## config.mk

```make
export PLATFORM = sky130hd
export DESIGN_NAME = vec_ctrl
export DESIGN_NICKNAME = d
export VERILOG_FILES = /design/src/rtl/vec_ctrl_pkg.sv /design/src/rtl/vec_ctrl_rom.sv /design/src/rtl/vec_ctrl.sv
export SDC_FILE = /design/constraint.sdc
export NUM_CORES = 1
export LEC_CHECK = 0
export ABC_AREA = 1
export CAP_MARGIN = 10
export CELL_PAD_IN_SITES_DETAIL_PLACEMENT = 1
export CELL_PAD_IN_SITES_GLOBAL_PLACEMENT = 1
export CORE_AREA = 3 3 76 78
export DETAILED_ROUTE_END_ITERATION = 6
export DIE_AREA = 0 0 79 81
export PLACE_DENSITY_LB_ADDON = 0.1
export SLEW_MARGIN = 20
export SYNTH_ARGS = -nofsm -noshare
export SYNTH_HDL_FRONTEND = slang
export SYNTH_SLANG_ARGS = --single-unit
```

## constraint.sdc

```tcl
create_clock -name clk -period 4.94 [get_ports clk]
set_input_delay 0.988 -clock clk [delete_from_list [all_inputs] [get_ports clk]]
set_output_delay 0.988 -clock clk [all_outputs]
set_load 0.01 [all_outputs]
```

## src/rtl/vec_ctrl_pkg.sv

```systemverilog
// Shared types, Gray state codes and per-step control tables for the
// dot-product control sequencer.
package vec_ctrl_pkg;

  localparam int unsigned NSTEP = 12;

  localparam logic [3:0] S1  = 4'b0000;
  localparam logic [3:0] S2  = 4'b0001;
  localparam logic [3:0] S3  = 4'b0011;
  localparam logic [3:0] S4  = 4'b0010;
  localparam logic [3:0] S5  = 4'b0110;
  localparam logic [3:0] S6  = 4'b0111;
  localparam logic [3:0] S7  = 4'b1111;
  localparam logic [3:0] S8  = 4'b1110;
  localparam logic [3:0] S9  = 4'b1010;
  localparam logic [3:0] S10 = 4'b1011;
  localparam logic [3:0] S11 = 4'b1001;
  localparam logic [3:0] S12 = 4'b1000;

  // Main step index 0..11; activity is tracked by a separate flag.
  typedef logic [3:0] step_t;
  localparam step_t LAST_STEP = 4'd11;

  typedef enum logic [1:0] {
    TAIL_IDLE = 2'd0,
    T12       = 2'd1,
    T13       = 2'd2,
    T14       = 2'd3
  } tail_t;

  typedef logic [9:0] vec_t;

  localparam logic [3:0] STATE_TBL [NSTEP] = '{
    S1, S2, S3, S4, S5, S6, S7, S8, S9, S10, S11, S12
  };

  localparam vec_t LOAD_TBL [NSTEP] = '{
    10'h001, 10'h002, 10'h004, 10'h008, 10'h010, 10'h020,
    10'h040, 10'h080, 10'h100, 10'h200, 10'h100, 10'h200
  };

  localparam vec_t MUL_EN_TBL [NSTEP] = '{
    10'h000, 10'h000, 10'h000, 10'h000, 10'h000, 10'h011,
    10'h022, 10'h044, 10'h088, 10'h000, 10'h000, 10'h000
  };

  localparam vec_t MUL_READ_TBL [NSTEP] = '{
    10'h000, 10'h000, 10'h000, 10'h000, 10'h000, 10'h000,
    10'h001, 10'h002, 10'h004, 10'h008, 10'h000, 10'h000
  };

  localparam vec_t ADD1_EN_TBL [NSTEP] = '{
    10'h000, 10'h000, 10'h000, 10'h000, 10'h000, 10'h000,
    10'h000, 10'h000, 10'h000, 10'h101, 10'h202, 10'h104
  };

  localparam vec_t ADD2_EN_TBL [NSTEP] = '{
    10'h000, 10'h000, 10'h000, 10'h000, 10'h000, 10'h000,
    10'h000, 10'h000, 10'h000, 10'h000, 10'h011, 10'h022
  };

  localparam vec_t ADD1_READ_TBL [NSTEP] = '{
    10'h000, 10'h000, 10'h000, 10'h000, 10'h000, 10'h000,
    10'h000, 10'h000, 10'h000, 10'h000, 10'h001, 10'h002
  };

  localparam vec_t T12_ADD1_EN   = 10'h208;
  localparam vec_t T12_ADD2_EN   = 10'h044;
  localparam vec_t T12_ADD1_READ = 10'h004;
  localparam vec_t T13_ADD2_EN   = 10'h088;
  localparam vec_t T13_ADD1_READ = 10'h008;

endpackage

```

## src/rtl/vec_ctrl_rom.sv

```systemverilog
// Combinational control map: the main-step vector ORed with the
// accumulate-tail vector.
module vec_ctrl_rom
  import vec_ctrl_pkg::*;
(
  input  logic       main_act,
  input  logic [3:0] main_step,
  input  logic [1:0] tail,
  output logic [3:0] state,
  output logic [9:0] load,
  output logic [9:0] mul_en,
  output logic [9:0] add1_en,
  output logic [9:0] add2_en,
  output logic [9:0] mul_read,
  output logic [9:0] add1_read,
  output logic [9:0] add2_read,
  output logic       result_valid
);

  always_comb begin
    state        = S1;
    load         = '0;
    mul_en       = '0;
    add1_en      = '0;
    add2_en      = '0;
    mul_read     = '0;
    add1_read    = '0;
    add2_read    = '0;
    result_valid = 1'b0;

    if (main_act && (main_step <= LAST_STEP)) begin
      state     = STATE_TBL[main_step];
      load      = LOAD_TBL[main_step];
      mul_en    = MUL_EN_TBL[main_step];
      mul_read  = MUL_READ_TBL[main_step];
      add1_en   = ADD1_EN_TBL[main_step];
      add2_en   = ADD2_EN_TBL[main_step];
      add1_read = ADD1_READ_TBL[main_step];
    end

    // Tail vectors never collide with the overlapping early main steps,
    // so a plain OR merges back-to-back frames.
    case (tail_t'(tail))
      T12: begin
        add1_en   = add1_en   | T12_ADD1_EN;
        add2_en   = add2_en   | T12_ADD2_EN;
        add1_read = add1_read | T12_ADD1_READ;
      end
      T13: begin
        add2_en   = add2_en   | T13_ADD2_EN;
        add1_read = add1_read | T13_ADD1_READ;
      end
      T14:     result_valid = 1'b1;
      default: ;
    endcase
  end

endmodule

```

## src/rtl/vec_ctrl.sv

```systemverilog
// Dot-product control sequencer: main step counter, accumulate tail,
// start acceptance and registered control outputs.
module vec_ctrl
  import vec_ctrl_pkg::*;
#(
  parameter int unsigned NREG = 10
) (
  input  logic            clk,
  input  logic            reset,
  input  logic            start,
  output logic [3:0]      state,
  output logic [NREG-1:0] load,
  output logic [NREG-1:0] mul_en,
  output logic [NREG-1:0] add1_en,
  output logic [NREG-1:0] add2_en,
  output logic [NREG-1:0] mul_read,
  output logic [NREG-1:0] add1_read,
  output logic [NREG-1:0] add2_read,
  output logic            operand_req,
  output logic            busy,
  output logic            result_valid
);

  if (NREG != 10) begin : g_nreg_check
    $error("vec_ctrl: schedule is defined for NREG = 10 only");
  end

  logic  main_act, main_act_nx;
  step_t main_step, main_step_nx;
  tail_t tail, tail_nx;
  logic  accept;

  logic [3:0] rom_state;
  vec_t       rom_load, rom_mul_en, rom_add1_en, rom_add2_en;
  vec_t       rom_mul_read, rom_add1_read, rom_add2_read;
  logic       rom_result_valid;

  always_ff @(posedge clk or negedge reset) begin
    if (!reset) begin
      main_act  <= 1'b0;
      main_step <= '0;
      tail      <= TAIL_IDLE;
    end else begin
      main_act  <= main_act_nx;
      main_step <= main_step_nx;
      tail      <= tail_nx;
    end
  end

  always_comb begin
    main_act_nx  = 1'b0;
    main_step_nx = '0;
    tail_nx      = TAIL_IDLE;
    accept       = start && (!main_act || (main_step == LAST_STEP));

    if (accept) begin
      main_act_nx = 1'b1;
    end else if (main_act && (main_step != LAST_STEP)) begin
      main_act_nx  = 1'b1;
      main_step_nx = main_step + 4'd1;
    end

    if (main_act && (main_step == LAST_STEP)) begin
      tail_nx = T12;
    end else begin
      case (tail)
        T12:     tail_nx = T13;
        T13:     tail_nx = T14;
        default: tail_nx = TAIL_IDLE;
      endcase
    end
  end

  // The map is evaluated on next-state values so every output is a flop.
  vec_ctrl_rom u_rom (
    .main_act     (main_act_nx),
    .main_step    (main_step_nx),
    .tail         (tail_nx),
    .state        (rom_state),
    .load         (rom_load),
    .mul_en       (rom_mul_en),
    .add1_en      (rom_add1_en),
    .add2_en      (rom_add2_en),
    .mul_read     (rom_mul_read),
    .add1_read    (rom_add1_read),
    .add2_read    (rom_add2_read),
    .result_valid (rom_result_valid)
  );

  always_ff @(posedge clk or negedge reset) begin
    if (!reset) begin
      state        <= S1;
      load         <= '0;
      mul_en       <= '0;
      add1_en      <= '0;
      add2_en      <= '0;
      mul_read     <= '0;
      add1_read    <= '0;
      add2_read    <= '0;
      operand_req  <= 1'b0;
      busy         <= 1'b0;
      result_valid <= 1'b0;
    end else begin
      state        <= rom_state;
      load         <= rom_load;
      mul_en       <= rom_mul_en;
      add1_en      <= rom_add1_en;
      add2_en      <= rom_add2_en;
      mul_read     <= rom_mul_read;
      add1_read    <= rom_add1_read;
      add2_read    <= rom_add2_read;
      operand_req  <= main_act_nx;
      busy         <= main_act_nx || (tail_nx != TAIL_IDLE);
      result_valid <= rom_result_valid;
    end
  end

endmodule
```

Word-level counts from Yosys, hierarchy flattened

Memory sizes are Yosys's and may differ from the RTL's.
Index checks and enable logic that the tools add are counted.

Register bits after elaboration: 73
Memory bits (read-only): 1024
Logic and storage cells: 69
Memories kept: 7

Add/subtract/negate cells: 1
Order comparisons: 2
Eq/ne operators: 7
Muxes and demuxes: 31
Bitwise operators: 1
Reductions and logical operators: 8

Memories:

| name             | words | width | read ports | clocked after memory_dff | write ports | RTL line           | RTL |
|---|---|---|---|---|---|---|---|
| (name not given) | 16    | 10    | 1          | 0                        | 0           | vec_ctrl_rom.sv:34 | `mul_en = MUL_EN_TBL[main_step];` |
| (name not given) | 16    | 10    | 1          | 0                        | 0           | vec_ctrl_rom.sv:36 | `add1_en = ADD1_EN_TBL[main_step];` |
| (name not given) | 16    | 10    | 1          | 0                        | 0           | vec_ctrl_rom.sv:37 | `add2_en = ADD2_EN_TBL[main_step];` |
| (name not given) | 16    | 10    | 1          | 0                        | 0           | vec_ctrl_rom.sv:38 | `add1_read = ADD1_READ_TBL[main_step];` |
| (name not given) | 16    | 10    | 1          | 0                        | 0           | vec_ctrl_rom.sv:35 | `mul_read = MUL_READ_TBL[main_step];` |
| (name not given) | 16    | 10    | 1          | 0                        | 0           | vec_ctrl_rom.sv:33 | `load = LOAD_TBL[main_step];` |
| 1 more memories  | --    | --    | --         | --                       | --          | --                 |  |

Operators by type and width:

| operator              | number |
|---|---|
| $mux W10              | 19 |
| $mux W4               | 5 |
| $pmux W8 S2           | 1 |
| $pmux W4 S2           | 1 |
| $eq A2 B2 Y1 const B  | 3 |
| $ge A5 B5 Y1 const B  | 1 |
| $not A4 Y5            | 1 |
| $add A4 B1 Y4 const B | 1 |
| $eq A2 B1 Y1 const B  | 2 |
| $eq A4 B4 Y1 const B  | 1 |
| $le A4 B4 Y1 const B  | 1 |
| $logic_and A1 B1 Y1   | 4 |
| $ne A4 B4 Y1 const B  | 1 |
| $pmux W2 S2           | 1 |
| $mux W1               | 3 |
| $logic_or A1 B1 Y1    | 2 |
| $mux W2               | 1 |
| $reduce_bool A2 Y1    | 1 |
| $logic_not A1 Y1      | 1 |

Depth between registers and ports, before layout

Word-level depth: 10
Depth in mapped cells: 8
Depth with buffers taken out: 8

Cells and area by module

A second synthesis with hierarchy kept.

Cell total of the unflattened synthesis: 214
Area total of the unflattened synthesis: 2875.3 µm²

By module, submodules not included:

| module       | times used | cells an instance | area each (µm²) |
|---|---|---|---|
| vec_ctrl     | 1          | 112               | 2233.4 |
| vec_ctrl_rom | 1          | 102               | 641.9 |

Least setup slack after synthesis

No wires, ideal clock.

Path kind: register -> register
Start: reg main_step[0]
End: reg state[0]
Data arrival time: 1.516 ns
Required time: 4.823 ns
Path slack: 3.307 ns
Stages on the path, launching flop included: 9
Path buffers: 0
Clock period less this slack: 1.633 ns
Cells stage by stage: dfrtp_1 -> ha_1 -> nand3_2 -> nand2_4 -> nor2_1 -> inv_1 -> ha_1 -> inv_1 -> nor2_1

Longest elaborated chain between the ends: 9

Ends and longest elaborated chain:

| item                                                  | RTL line           | RTL |
|---|---|---|
| from (decl)                                           | vec_ctrl.sv:29     | `step_t main_step, main_step_nx;` |
| from (signal assigned)                                | vec_ctrl.sv:45     | `main_step <= main_step_nx;` |
| branches (longest 3 deep; another with $add A4 B1 Y4) | --                 |  |
| $mux W4 (*)                                           | vec_ctrl.sv:56     | `if (accept) begin` |
| net main_step_nx[0]                                   | vec_ctrl.sv:29     |  |
| $not A4 Y5 (implied by the code)                      | vec_ctrl_rom.sv:32 | `state = STATE_TBL[main_step];` |
| $mem_v2 Z16 W4                                        | --                 |  |
| $mux W4 (implied by the code) (2 in a row)            | vec_ctrl_rom.sv:32 |  |
| $mux W4 (*)                                           | vec_ctrl_rom.sv:31 | `if (main_act && (main_step <= LAST_STEP)) begin` |
| net rom_state[0]                                      | vec_ctrl.sv:33     | `logic [3:0] rom_state;` |
| to (signal assigned)                                  | vec_ctrl.sv:104    | `state <= rom_state;` |
| to (decl)                                             | vec_ctrl.sv:11     | `output logic [3:0] state,` |

Mark *: on every way through the listed nets, which the timed path passes. The select of a mux whose other input is x is not followed.

Worst setup path in the final report

Start: reg operand_req
End: out operand_req

RTL lines:

| item                   | RTL line        | RTL |
|---|---|---|
| from (decl)            | vec_ctrl.sv:19  | `output logic operand_req,` |
| from (signal assigned) | vec_ctrl.sv:112 | `operand_req <= main_act_nx;` |

No word-level cell between the ends.

==> impl_metrics.ini <==
[critical_path]
crit_chain = clkdlybuf4s50_1
path_delay_family = buffers and inverters
worst_ep_required_time_ns = 3.95
critPathMaxStageDelay_ns = 0.56
slowest_stage = clkdlybuf4s50_1
cp_data_arrival_time_ns = 1.25
endpoint_kind = primary output
critPathBufInv = 1
critPathKind = register to primary output
worstPathMaxFanout = 3
start_kind = register

[yosys]
synth_top_area_share_pct = 47.10
synth_cell_types = 19
synth_top_family_by_area = buffers and inverters
synthAdderAreaFrac_pct = 4.710
yosysSeqAreaShare_pct = 47.10
synth_mux_area_share_pct = 0
yosys.area_share.simple_pct = 17.74
synth-xor-area-share_pct = 0
syn_area_um2 = 1594
synth.ff_latch_count = 30
synth_compound_area_share_pct = 0.6279
syn_area_per_cell_um2 = 9.603
synth_warnings = 0
synth_top_cell_by_area = dfrtp_1
synthCells = 166
synthTopCellsByArea = dfrtp_1 (47%), buf_4 (25%), nor2_1 (5.2%)

[timing]
min_period_over_period_pct = 45.28
rsz0062_at_grt = no
finalWorstSetupSlack_ns = 2.703
skew_ns = 0.002822
maxSlewViolCount = 0
hold_viol = 0
finalSetupTns_ns = 0
fin_crit_ns = 2.237
setup_viol = 0
max_freq_mhz = 447.1

[placed_design]
dp_slack_ns = 2.957
dp.cells = 262
numPortBuffers = 49
dpl.hpwl_um = 2477
dpl_cell_area_um2 = 1891
globalplace.congestion = 0.7178

[die]
fp.coreArea_um2 = 5140
dieArea_um2 = 6399
die_x_um = 79
io_pins = 80
initial_core_util_pct = 31.01
dieHeight_um = 81
num_rows = 26

[clocking]
clock_sinks = 30
cts_root_buf = clkbuf_8
clkLatencyLatePin_ns = 0.27
cts.path.max_buffers = 2
cts_hold_buf = 0
cts_setup_buffers = 0
cts_buffers = 5
path_clk_slew_ns = 0.06
cts_tree = done
cts.htree.levels = 2
cts_resized = 0

[finish]
seqCellArea_um2 = 750.7
antennaDiodeCount = 0
finalInstanceArea_um2 = 1973
multiInputGateArea_um2 = 480.5
nFillCells = 630
layout.nets = 208
layout-drive-gt1-share_pct = 9.596
areaGrowthSynthToFinish_pct = 23.78
fin_cells = 268

[routing]
ant_nets = 0
vias = 1020
drc = 0
finalWirelength_um = 3127
drt-wirelength-per-cell_um = 11.67
dr.first_iter.drc_count = 55
firstDrtPassIters = 2
routed_via_density = 3.806

[global_route]
overflow = 0
grt_usage_pct = 10.90
first_global_vias = 1116
antenna_found_initial = 0
grt_first_pass_wirelength_um = 5299
grt_max_degree = 31

[run]
drv_cap = 0

[min_path]
hp-class = register to register

[power_and_ir_drop]
powerDensity_nw_per_um2 = 699.6
leakage_nw = 0.9726
vdd_ir_drop_max_mv = 0.2318

[status]
status = complete, no violations
[cells in the mapped netlist, drive strengths merged]
master and count:
o21ai 2, nand4 3, conb 1, nand3 4
buf 53, nor2 23, nor3 2, nand2 23
ha 6, dfrtp 30, inv 19
[sequential cells by signal, summed over array words and instances, names as in the netlist]
name / count
result_valid: 1
add1_read: 1
state: 4
add1_en: 5
mul_en: 1
busy: 1
main_step: 4
tail: 2
load: 9
operand_req: 1
add2_en: 1
[cell families (layout without fill, tap and decap cells)]
group	count (synthesis)	after routing
buffers and inverters	72	75
AND/OR/NAND/NOR	55	55
flip-flops	30	30
adder cells (fa/ha/maj)	6	6
AO/OA/AOI/OAI	2	2
other	1	30
[worst paths after layout]
path | endpoint | cells past startpoint | slack, ns | startpoint
setup / recovery | operand_req | 1 | 2.70 | operand_req$_DFF_PN0_
hold / removal | add2_en[3]$_DFF_PN0_ | 2 | 0.57 | tail[1]$_DFF_PN0_
setup reg to reg | add1_en[9]$_DFF_PN0_ | 8 | 3.07 | main_step[0]$_DFF_PN0_
hold reg to reg | add2_en[3]$_DFF_PN0_ | 2 | 0.57 | tail[1]$_DFF_PN0_
max in group asynchronous | result_valid$_DFF_PN0_ | 2 | 3.56 | reset
min in group asynchronous | add1_en[2]$_DFF_PN0_ | 2 | 1.11 | reset
[through the flow]
stage                     utilization, %  power [W]  hold slack (ns)
after floorplan                        -  0.0009369           0.5089
after global placement             36.78   0.001195           0.5275
after detailed placement           36.78   0.001212           0.5639
after CTS                          38.39   0.001407           0.5801
after global routing               38.39   0.001524           0.6222
final                              38.39   0.001380           0.5710
[where the power goes]
group	switching [W]	total [W]	internal, W
sequential	0.0000545	0.000398	0.000343
combinational	0.000437	0.000795	0.000358
clock	0.0000806	0.000188	0.000107
total	0.000572	0.00138	0.000808
[routing by layer]
metal | up-vias | share of wire (%) | GRT usage (%)
met5 | - | 0 | 0
li1 | 479 | - | -
met2 | 57 | 50 | 18.94
met4 | 0 | 2.9 | 7.560
met3 | 9 | 9.1 | 2.882
met1 | 475 | 37 | 11.55
[layout make-up]
| type | instances | share of cell area (%) |
|---|---|---|
| tap | 70 | 4.439 |
| timing repair buffer | 50 | 25.24 |
| inverter | 19 | 3.741 |
| clock buffer | 6 | 4.185 |
| sequential | 30 | 38.05 |
| multi-input combinational | 93 | 24.35 |
[cells in the final DEF (no fill, tap or decap), drive strengths merged]
| master | n |
|---|---|
| conb | 30 |
| clkbuf | 6 |
| nand4 | 3 |
| inv | 19 |
| nor3 | 2 |
| ha | 6 |
| nand2 | 23 |
| nor2 | 23 |
| dfrtp | 30 |
| buf | 1 |
| o21ai | 2 |
| nand3 | 4 |
| clkdlybuf4s50 | 49 |
Power figures use the tool's default switching activity.
